[src/rtl/ps2_keyboard_rx.sv]
// ps2_keyboard_rx
//   Receives PS/2 device-to-host frames (start, 8 data bits LSB first, odd parity,
//   stop) from a keyboard and presents each good scan-code byte on o_count with a
//   single-cycle o_ready pulse. Frames with a bad start bit, a bad stop bit, a
//   mid-frame clock timeout or (optionally) a parity error are dropped and flagged
//   with a single-cycle o_error pulse. Everything runs in the i_clk domain; the
//   PS/2 clock is oversampled, synchronized and glitch-filtered. Receive only: the
//   PS/2 pins are never driven.
//
//   Parameters
//     FILTER_LEN      consecutive equal synced samples needed to move filtered ps2_clk
//     TIMEOUT_CYCLES  max i_clk cycles between ps2_clk falls inside a frame
//
//   Configuration macro
//     PS2_RX_PARITY_CHECK_EN  defined: frames with wrong odd parity are discarded.
//                             undefined: the parity bit is sampled and ignored.
//
//   Ports
//     i_clk       system clock
//     i_rst_n     asynchronous active-low reset
//     i_ps2_clk   PS/2 clock pin (asynchronous, idles high)
//     i_ps2_data  PS/2 data pin (asynchronous, idles high)
//     o_ready     1-cycle pulse, new byte valid on o_count
//     o_count     last good received byte, held between frames
//     o_error     1-cycle pulse, frame discarded
module ps2_keyboard_rx #(
  parameter int FILTER_LEN     = 8,
  parameter int TIMEOUT_CYCLES = 50000
) (
  input  logic       i_clk,
  input  logic       i_rst_n,
  input  logic       i_ps2_clk,
  input  logic       i_ps2_data,
  output logic       o_ready,
  output logic [7:0] o_count,
  output logic       o_error
);

  localparam int FCNT_W = $clog2(FILTER_LEN + 1);
  localparam int TO_W   = $clog2(TIMEOUT_CYCLES + 1);
  localparam logic [FCNT_W-1:0] FCNT_LAST = FCNT_W'(FILTER_LEN - 1);
  localparam logic [TO_W-1:0]   TO_LAST   = TO_W'(TIMEOUT_CYCLES - 1);

  typedef enum logic [1:0] {
    ST_IDLE   = 2'd0,
    ST_DATA   = 2'd1,
    ST_PARITY = 2'd2,
    ST_STOP   = 2'd3
  } state_t;

  logic              ps2_clk_p0, ps2_clk_p1;
  logic              ps2_data_p0, ps2_data_p1;
  logic              ps2_clk_filt, ps2_clk_filt_d;
  logic [FCNT_W-1:0] filt_cnt;
  logic              vld_p2;
  logic              smp_bit_p2;
  logic [7:0]        shreg;
  state_t            state;
  logic [2:0]        bitcnt;
  logic [TO_W-1:0]   to_cnt;
  logic              frame_ok;

  // Stage p0/p1: two-flop synchronizers, then the ps2_clk glitch filter.
  // The filtered clock only moves after FILTER_LEN consecutive synced samples
  // disagree with it, so short spikes reset the counter and are ignored.
  always_ff @(posedge i_clk or negedge i_rst_n) begin
    if (!i_rst_n) begin
      ps2_clk_p0     <= 1'b1;
      ps2_clk_p1     <= 1'b1;
      ps2_data_p0    <= 1'b1;
      ps2_data_p1    <= 1'b1;
      ps2_clk_filt   <= 1'b1;
      ps2_clk_filt_d <= 1'b1;
      filt_cnt       <= '0;
      vld_p2         <= 1'b0;
    end else begin
      ps2_clk_p0     <= i_ps2_clk;
      ps2_clk_p1     <= ps2_clk_p0;
      ps2_data_p0    <= i_ps2_data;
      ps2_data_p1    <= ps2_data_p0;
      ps2_clk_filt_d <= ps2_clk_filt;
      if (ps2_clk_p1 != ps2_clk_filt) begin
        if (filt_cnt == FCNT_LAST) begin
          ps2_clk_filt <= ~ps2_clk_filt;
          filt_cnt     <= '0;
        end else begin
          filt_cnt <= filt_cnt + 1'b1;
        end
      end else begin
        filt_cnt <= '0;
      end
      // Stage p2: sample strobe on the high->low edge of the filtered clock.
      vld_p2 <= ps2_clk_filt_d & ~ps2_clk_filt;
    end
  end

  // Data bit captured in the same cycle the strobe is generated.
  always_ff @(posedge i_clk) begin
    smp_bit_p2 <= ps2_data_p1;
  end

  // Stage p3: frame assembly; data bits shift in LSB first.
  always_ff @(posedge i_clk) begin
    if (vld_p2 && state == ST_DATA) begin
      shreg <= {smp_bit_p2, shreg[7:1]};
    end
  end

`ifdef PS2_RX_PARITY_CHECK_EN
  logic parity_q;

  always_ff @(posedge i_clk) begin
    if (vld_p2 && state == ST_PARITY) begin
      parity_q <= smp_bit_p2;
    end
  end

  // Odd parity: data plus parity bit must hold an odd number of ones.
  assign frame_ok = smp_bit_p2 & (^{shreg, parity_q});
`else
  assign frame_ok = smp_bit_p2;
`endif

  // A sample event has priority over the timeout: it clears the counter and the
  // frame carries on even if the counter was about to expire.
  always_ff @(posedge i_clk or negedge i_rst_n) begin
    if (!i_rst_n) begin
      state   <= ST_IDLE;
      bitcnt  <= '0;
      to_cnt  <= '0;
      o_ready <= 1'b0;
      o_error <= 1'b0;
      o_count <= 8'h00;
    end else begin
      o_ready <= 1'b0;
      o_error <= 1'b0;
      if (vld_p2) begin
        to_cnt <= '0;
        case (state)
          ST_IDLE: begin
            if (!smp_bit_p2) begin
              state  <= ST_DATA;
              bitcnt <= '0;
            end else begin
              o_error <= 1'b1;
            end
          end
          ST_DATA: begin
            bitcnt <= bitcnt + 1'b1;
            if (bitcnt == 3'd7) begin
              state <= ST_PARITY;
            end
          end
          ST_PARITY: begin
            state <= ST_STOP;
          end
          ST_STOP: begin
            if (frame_ok) begin
              o_count <= shreg;
              o_ready <= 1'b1;
            end else begin
              o_error <= 1'b1;
            end
            state <= ST_IDLE;
          end
          default: state <= ST_IDLE;
        endcase
      end else if (state != ST_IDLE) begin
        if (to_cnt == TO_LAST) begin
          state   <= ST_IDLE;
          to_cnt  <= '0;
          o_error <= 1'b1;
        end else begin
          to_cnt <= to_cnt + 1'b1;
        end
      end else begin
        to_cnt <= '0;
      end
    end
  end

endmodule

[config.mk]
export PLATFORM = sky130hd
export DESIGN_NAME = ps2_keyboard_rx
export DESIGN_NICKNAME = d
export VERILOG_FILES = /design/src/rtl/ps2_keyboard_rx.sv
export SDC_FILE = /design/constraint.sdc
export NUM_CORES = 1
export LEC_CHECK = 0
export ABC_AREA = 1
export BUFFER_PORTS_ARGS = -buffer_cell sky130_fd_sc_hd__buf_2
export CAP_MARGIN = 25
export CORE_UTILIZATION = 59
export DETAILED_ROUTE_END_ITERATION = 12
export GPL_ROUTABILITY_DRIVEN = 0
export PLACE_DENSITY = 0.75
export SYNTH_ARGS = -nofsm -noshare
export SYNTH_HDL_FRONTEND = slang
export SYNTH_SLANG_ARGS = --single-unit
[constraint.sdc]
create_clock -name i_clk -period 1.46 [get_ports i_clk]
set_input_delay 0.073 -clock i_clk [delete_from_list [all_inputs] [get_ports i_clk]]
set_output_delay 0.073 -clock i_clk [all_outputs]
set_load 0.02 [all_outputs]
Word-level counts from Yosys, hierarchy flattened
Cells that the tools add are included.
{"block": "classes", "addsub": 3, "eq_ne": 10, "n_mux": 21, "bitwise_logic": 2, "reduce_logical": 10}
{"operator": "two-way mux 16 bit", "n": 3}
{"operator": "adder 16 x 1 -> 16 bit, second input constant", "n": 1}
{"operator": "equality test 16 bit, second input constant", "n": 1}
{"operator": "two-way mux 2 bit", "n": 5}
{"operator": "two-way mux 4 bit", "n": 2}
{"operator": "case mux 2 bit (4 select lines)", "n": 1}
{"operator": "nonzero test 2 bit", "n": 4}
{"operator": "two-way mux 1 bit", "n": 7}
{"operator": "case mux 3 bit (2 select lines)", "n": 1}
{"operator": "AND reduction 3 bit", "n": 2}
{"operator": "adder 4 x 1 -> 4 bit, second input constant", "n": 1}
{"operator": "equality test 2 bit, second input constant", "n": 2}
{"operator": "equality test 4 x 3 -> 1 bit, second input constant", "n": 1}
{"operator": "AND reduction 4 bit", "n": 1}
{"operator": "adder 3 x 1 -> 3 bit, second input constant", "n": 1}
{"operator": "equality test 3 bit, second input constant", "n": 1}
{"operator": "two-way mux 3 bit", "n": 1}
{"operator": "inequality test 3 x 2 -> 1 bit, second input constant", "n": 1}
{"operator": "inequality test 3 bit, second input constant", "n": 1}
{"operator": "equality test 2 x 1 -> 1 bit, second input constant", "n": 1}
{"operator": "logical NOT 2 bit", "n": 1}
{"operator": "inequality test 2 bit, second input constant", "n": 1}
{"operator": "case mux 1 bit (2 select lines)", "n": 1}
{"operator": "AND reduction 2 bit", "n": 1}
{"operator": "other kinds (4)", "n": 4}
{"block": "totals", "reg_bits": 51, "in_bits": 4, "out_inout_bits": 10}

Longest topological paths before layout
{"block": "logic_depth", "depth_word": 4, "mapped_depth": 9}

Worst setup path before layout
No wires, ideal clock.
{"block": "synth_timing", "path_type": "register -> register", "startpoint": "register to_cnt[0]", "endpoint": "register to_cnt[11]", "arrival_time_ps": 1158, "required_time_ps": 1340, "setup_slack_ps": 182, "stages_incl_launch_ff": 8, "path_buffers": 0, "synth_period_minus_slack_ps": 1278, "path_cell_list": "dfrtp_1 > ha_1 > nand3_1 > nor2_1 > nand2_2 > nand2_4 > inv_4 > and3_1"}
{"block": "synth_via", "elab_chain_cells": 4, "word_cells_on_any_way": 5}
{"element": "from (decl)", "line_no": "60", "text": "logic [TO_W-1:0] to_cnt;"}
{"element": "from (signal assigned)", "line_no": "174", "text": "to_cnt <= to_cnt + 1'b1;"}
{"element": "adder 16 x 1 -> 16 bit or equality test 16 bit (tied branches)", "line_no": "174, 169"}
{"element": "two-way mux 16 bit *", "line_no": "169", "text": "if (to_cnt == TO_LAST) begin"}
{"element": "two-way mux 16 bit *", "line_no": "168", "text": "end else if (state != ST_IDLE) begin"}
{"element": "two-way mux 16 bit *", "line_no": "137", "text": "if (vld_p2) begin"}
Every way passes the cells marked *; elsewhere a longest branch is shown, timed or not.
A chain may end at the register's enable or synchronous reset.

Worst setup path in the final report
{"block": "layout_timing", "startpoint": "register state[1]", "endpoint": "register state[0]"}
{"block": "layout_via", "elab_chain_cells": 3, "word_cells_on_any_way": 11}
{"element": "from (decl)", "line_no": "58", "text": "state_t state;"}
{"element": "from (signal assigned)", "line_no": "128", "text": "state <= ST_IDLE;"}
{"element": "from (signal assigned)", "line_no": "142", "text": "state <= ST_DATA;"}
{"element": "from (signal assigned)", "line_no": "151", "text": "state <= ST_PARITY;"}
{"element": "equality test 2 x 1 -> 1 bit (tied with other cells)", "line_no": "139", "text": "case (state)"}
{"element": "inequality test 3 x 2 -> 1 bit (no source line) (tied with other cells)"}
{"element": "AND reduction 4 bit (no source line) or two-way mux 2 bit (tied branches)"}
Parallel ways exist; a longest one is shown, timed or not.

==> key figures <==
STA
  – FMAX: 711 MHz
  – RSZ-0062 raised after global routing: true
  – Fin. Hold Viols: 0
  – Setup ws final: 0.0544 ns
  – Relative slew slack: 0.672
  – Crit share post-route: 0.963
  – Clock skew: 0.00679 ns
  – Final setup vio count: 0
  – Max Slew Vio Count: 0
  – Min Tclk post-route: 1.41 ns
  – Slew @ Worst Pin: approximately 0.49 ns

Worst setup path
  – Worst setup startpoint: state[1]
  – CP arrival: 1.59 ns
  – Endpoint class of the critical path: flip-flop
  – CP max stage delay: roughly 0.40 ns
  – WS Path Type: reg -> reg
  – Critical path peak fanout: 5
  – CP most frequent cell: nand2_1
  – Startpoint Class: flip-flop
  – Slowest cell on the critical path: dfrtp_1
  – Worst EP required: 1.64 ns
  – Worst R2R Start: state[1]
  – Crit-path cells: inv_1 -> ha_2 -> nand2_1 -> nor2_2 -> a31oi_1 -> nand2_1 -> nand2_1 -> nand2_1

Logic synthesis
  – Simple-Gate Fraction of Synth Area: 0.251
  – Syn Nets: 237
  – Warnings from Yosys: 0
  – Synth unique cells: 29
  – XOR/XNOR Fraction of Synth Area: 0.0199
  – Post-synthesis sequential area ratio: 0.598
  – Synth Cell Area: 2200 um2
  – Compound-Gate Fraction of Synth Area: 0.0397
  – Synth Register Bits: 51
  – Largest family of logic cells by synthesized area: simple AND/OR/NAND/NOR gates
  – Multiplexer area fraction after synthesis: 0.00511
  – Syn Area/Cell: 9.80 um2
  – Cells after Synth: 225
  – Area share of fa/ha/maj cells after synthesis: 0.0454

Global route
  – Global-route wire length before repair: 5970 um
  – Pin count of the biggest net entering global routing: 23
  – Remaining Overflow, GRT: 0
  – Vias in the first global route: 1449
  – Total GRT Usage: 0.196
  – Initial antenna violation count: 0

Hold path
  – Hold Crit Class: in -> async

Route
  – Met1 Routed Length: 1630 um
  – Final ANT Viol Nets: 0
  – Met2 WL post-DR: 1580 um
  – Top Metal Used: met4
  – Via density: 5.00
  – Vias: 1495
  – DR iter-0 viols: 91
  – DR WL met3: 122 um
  – DR WL/cell: approximately 11 um
  – DRC Markers: 0
  – DRT Pass-1 Iters: 5
  – Final WL: about 3400 um

Placed design
  – Final HPWL DP: 2390 um
  – Placed Instance Area: about 2400 um2
  – Worst slack, placed: about 0.032 ns
  – Placed Cells: between 200 and 300
  – Port-buffer cells: 13

Power
  – Cell Pwr Density: approximately 1300 nW/um2
  – LEAKAGE: roughly 1.2 nW
  – VDD IR max: 0.911 mV
  – Net Sw Frac: 0.324
  – Share of total power in the clock network: 0.228
  – Power share of the combinational group: 0.239
  – Psw: approximately 1.1 mW
  – Reg power frac: 0.533
  – Cell-internal power: around 2.3 mW

CTS
  – Clock Path Buffers: 2
  – Root Driver: clkbuf_8
  – Clk slew on worst S/H paths: 0.09 ns
  – CTS Buf Count: 5
  – TritonCTS clock tree: done
  – Sink Count: 51
  – Latest clock arrival within the worst-skew pair: 0.29 ns
  – H-tree Lvls: 2

Layout
  – # diodes: 0
  – Synth-to-layout area growth: 13.7%
  – Filler cell count: 253
  – Final Net Count: 264
  – Layout cell share with drive strength beyond 1: 0.225
  – Non-filler cells, final: approximately 300
  – Design Area, Final: around 2500 um2

Floorplan
  – Ports: 14
  – Die Ht: about 63 um
  – Die X: roughly 63 um
  – Core area: around 3500 um2
  – Cell row count: 21
  – Initial Util: 0.636
  – Die area: 3990 um2

Status
  – Outcome: finished, final reports clean

Run
  – Max-cap violations: 0
[timing repair]
action,CTS,global route
resized for setup,0,9
endpoints found under the hold margin,22,0
setup endpoints to repair,0,24
buffers inserted,0,2
hold buffers,3,0
[worst paths after layout]
kind	to	slack [ns]	cells past startpoint
worst max-delay path	state[0]	0.05	8
min in group i_clk	ps2_clk_p1	0.36	0
worst min register to register	ps2_clk_p1	0.36	0
max in group asynchronous	ps2_clk_filt_d	0.63	3
worst max register to register	state[0]	0.05	8
worst min-delay path	to_cnt[14]	0.26	2
[cells in the mapped netlist]
cell / n / area, um2
a21oi_2: 1 / 8.76
nand2_2: 6 / 37.5
nand2_4: 1 / 11.3
clkinv_1: 1 / 3.75
nor2_2: 2 / 12.5
nand3_2: 3 / 30.0
dfxtp_1: 1 / 20.0
dfstp_2: 6 / 158
edfxtp_1: 8 / 240
nand2_1: 58 / 218
o21ai_0: 6 / 30.0
nand3b_1: 2 / 15.0
inv_4: 1 / 6.26
inv_1: 20 / 75.1
mux2_2: 1 / 11.3
inv_2: 1 / 3.75
nor2_1: 32 / 120
o21a_1: 1 / 7.51
a21oi_1: 7 / 35.0
xor2_1: 2 / 17.5
nand3_1: 9 / 45.0
and3_1: 1 / 6.26
dfrtp_1: 36 / 901
nor3_1: 2 / 10.0
ha_1: 8 / 100
a31oi_1: 1 / 6.26
nor2_4: 3 / 33.8
xnor2_1: 3 / 26.3
nor3b_1: 2 / 15.0
[stage by stage]
| step | hold slack [ns] | utilization | power [mW] | TNS (ns) |
|---|---|---|---|---|
| 6_report | 0.263 | 0.723 | 3.37 | 0 |
| 5_1_grt | 0.300 | 0.723 | 3.60 | -0.0716 |
| 4_1_cts | 0.264 | 0.713 | 3.34 | 0 |
| 3_5_place_dp | 0.0629 | 0.679 | 2.56 | 0 |
| 3_3_place_gp | 0.0604 | 0.679 | 2.53 | 0 |
| 2_1_floorplan | -0.223 | - | 2.36 | 0 |
[kinds of logic after synthesis]
family	after synthesis
simple gates	121
flops	51
buf+inv	23
compound gates	16
fa+ha+maj	8
xor+xnor	5
mux	1
[power groups by stage]
stage | Clock [mW] | Sequential (mW) | Combinational [mW]
after detailed placement | 0 | 1.82 | 0.739
final | 0.767 | 1.80 | 0.806
after CTS | 0.795 | 1.80 | 0.752
after global routing | 0.840 | 1.82 | 0.939
after global placement | 0 | 1.81 | 0.717
after floorplan | 0 | 1.82 | 0.536
[registers in the layout (all words and copies together), names as in the netlist]
name,count
to_cnt,16
o_count,8
shreg,8
filt_cnt,4
bitcnt,3
state,2
frame_ok,1
o_error,1
o_ready,1
ps2_clk_filt,1
ps2_clk_filt_d,1
ps2_clk_p0,1
ps2_clk_p1,1
ps2_data_p0,1
ps2_data_p1,1
vld_p2,1
[cell usage in the layout (no fill, tap or decap), drive strengths merged, types with 5 or more instances in the layout]
cell and n:
nand2 65, nor2 37, dfrtp 36, inv 22, buf 17, nand3 12
edfxtp 8, a21oi 8, ha 8, dfstp 6, o21ai 6, clkbuf 5
[metal layers]
| layer | vias up | GRT usage |
|---|---|---|
| li1 | 758 | - |
| met1 | 701 | 0.260 |
| met2 | 31 | 0.315 |
| met3 | 5 | 0.0417 |
| met4 | 0 | 0.0814 |
| met5 | - | 0 |
[cell type report]
class	instances	area, um2	share of cell area
clock buffers	5	68.8	0.0274
clock inverters	3	20.0	0.00798
inverters	23	88.8	0.0354
multi-input cells	151	816	0.325
flip-flops and latches	51	1320	0.526
well taps	46	57.6	0.0230
repair buffers	20	138	0.0549
[critical path, delay by kind of cell, from the launching register on]
kind	cells	cell delay, ns
and+or+nand+nor	5	0.41
AOI/OAI and AO/OA	1	0.19
DFF	1	0.40
buffers and inverters	1	0.09
adders and majority gates	1	0.21
No activity file was read; power rests on OpenSTA's default activity.
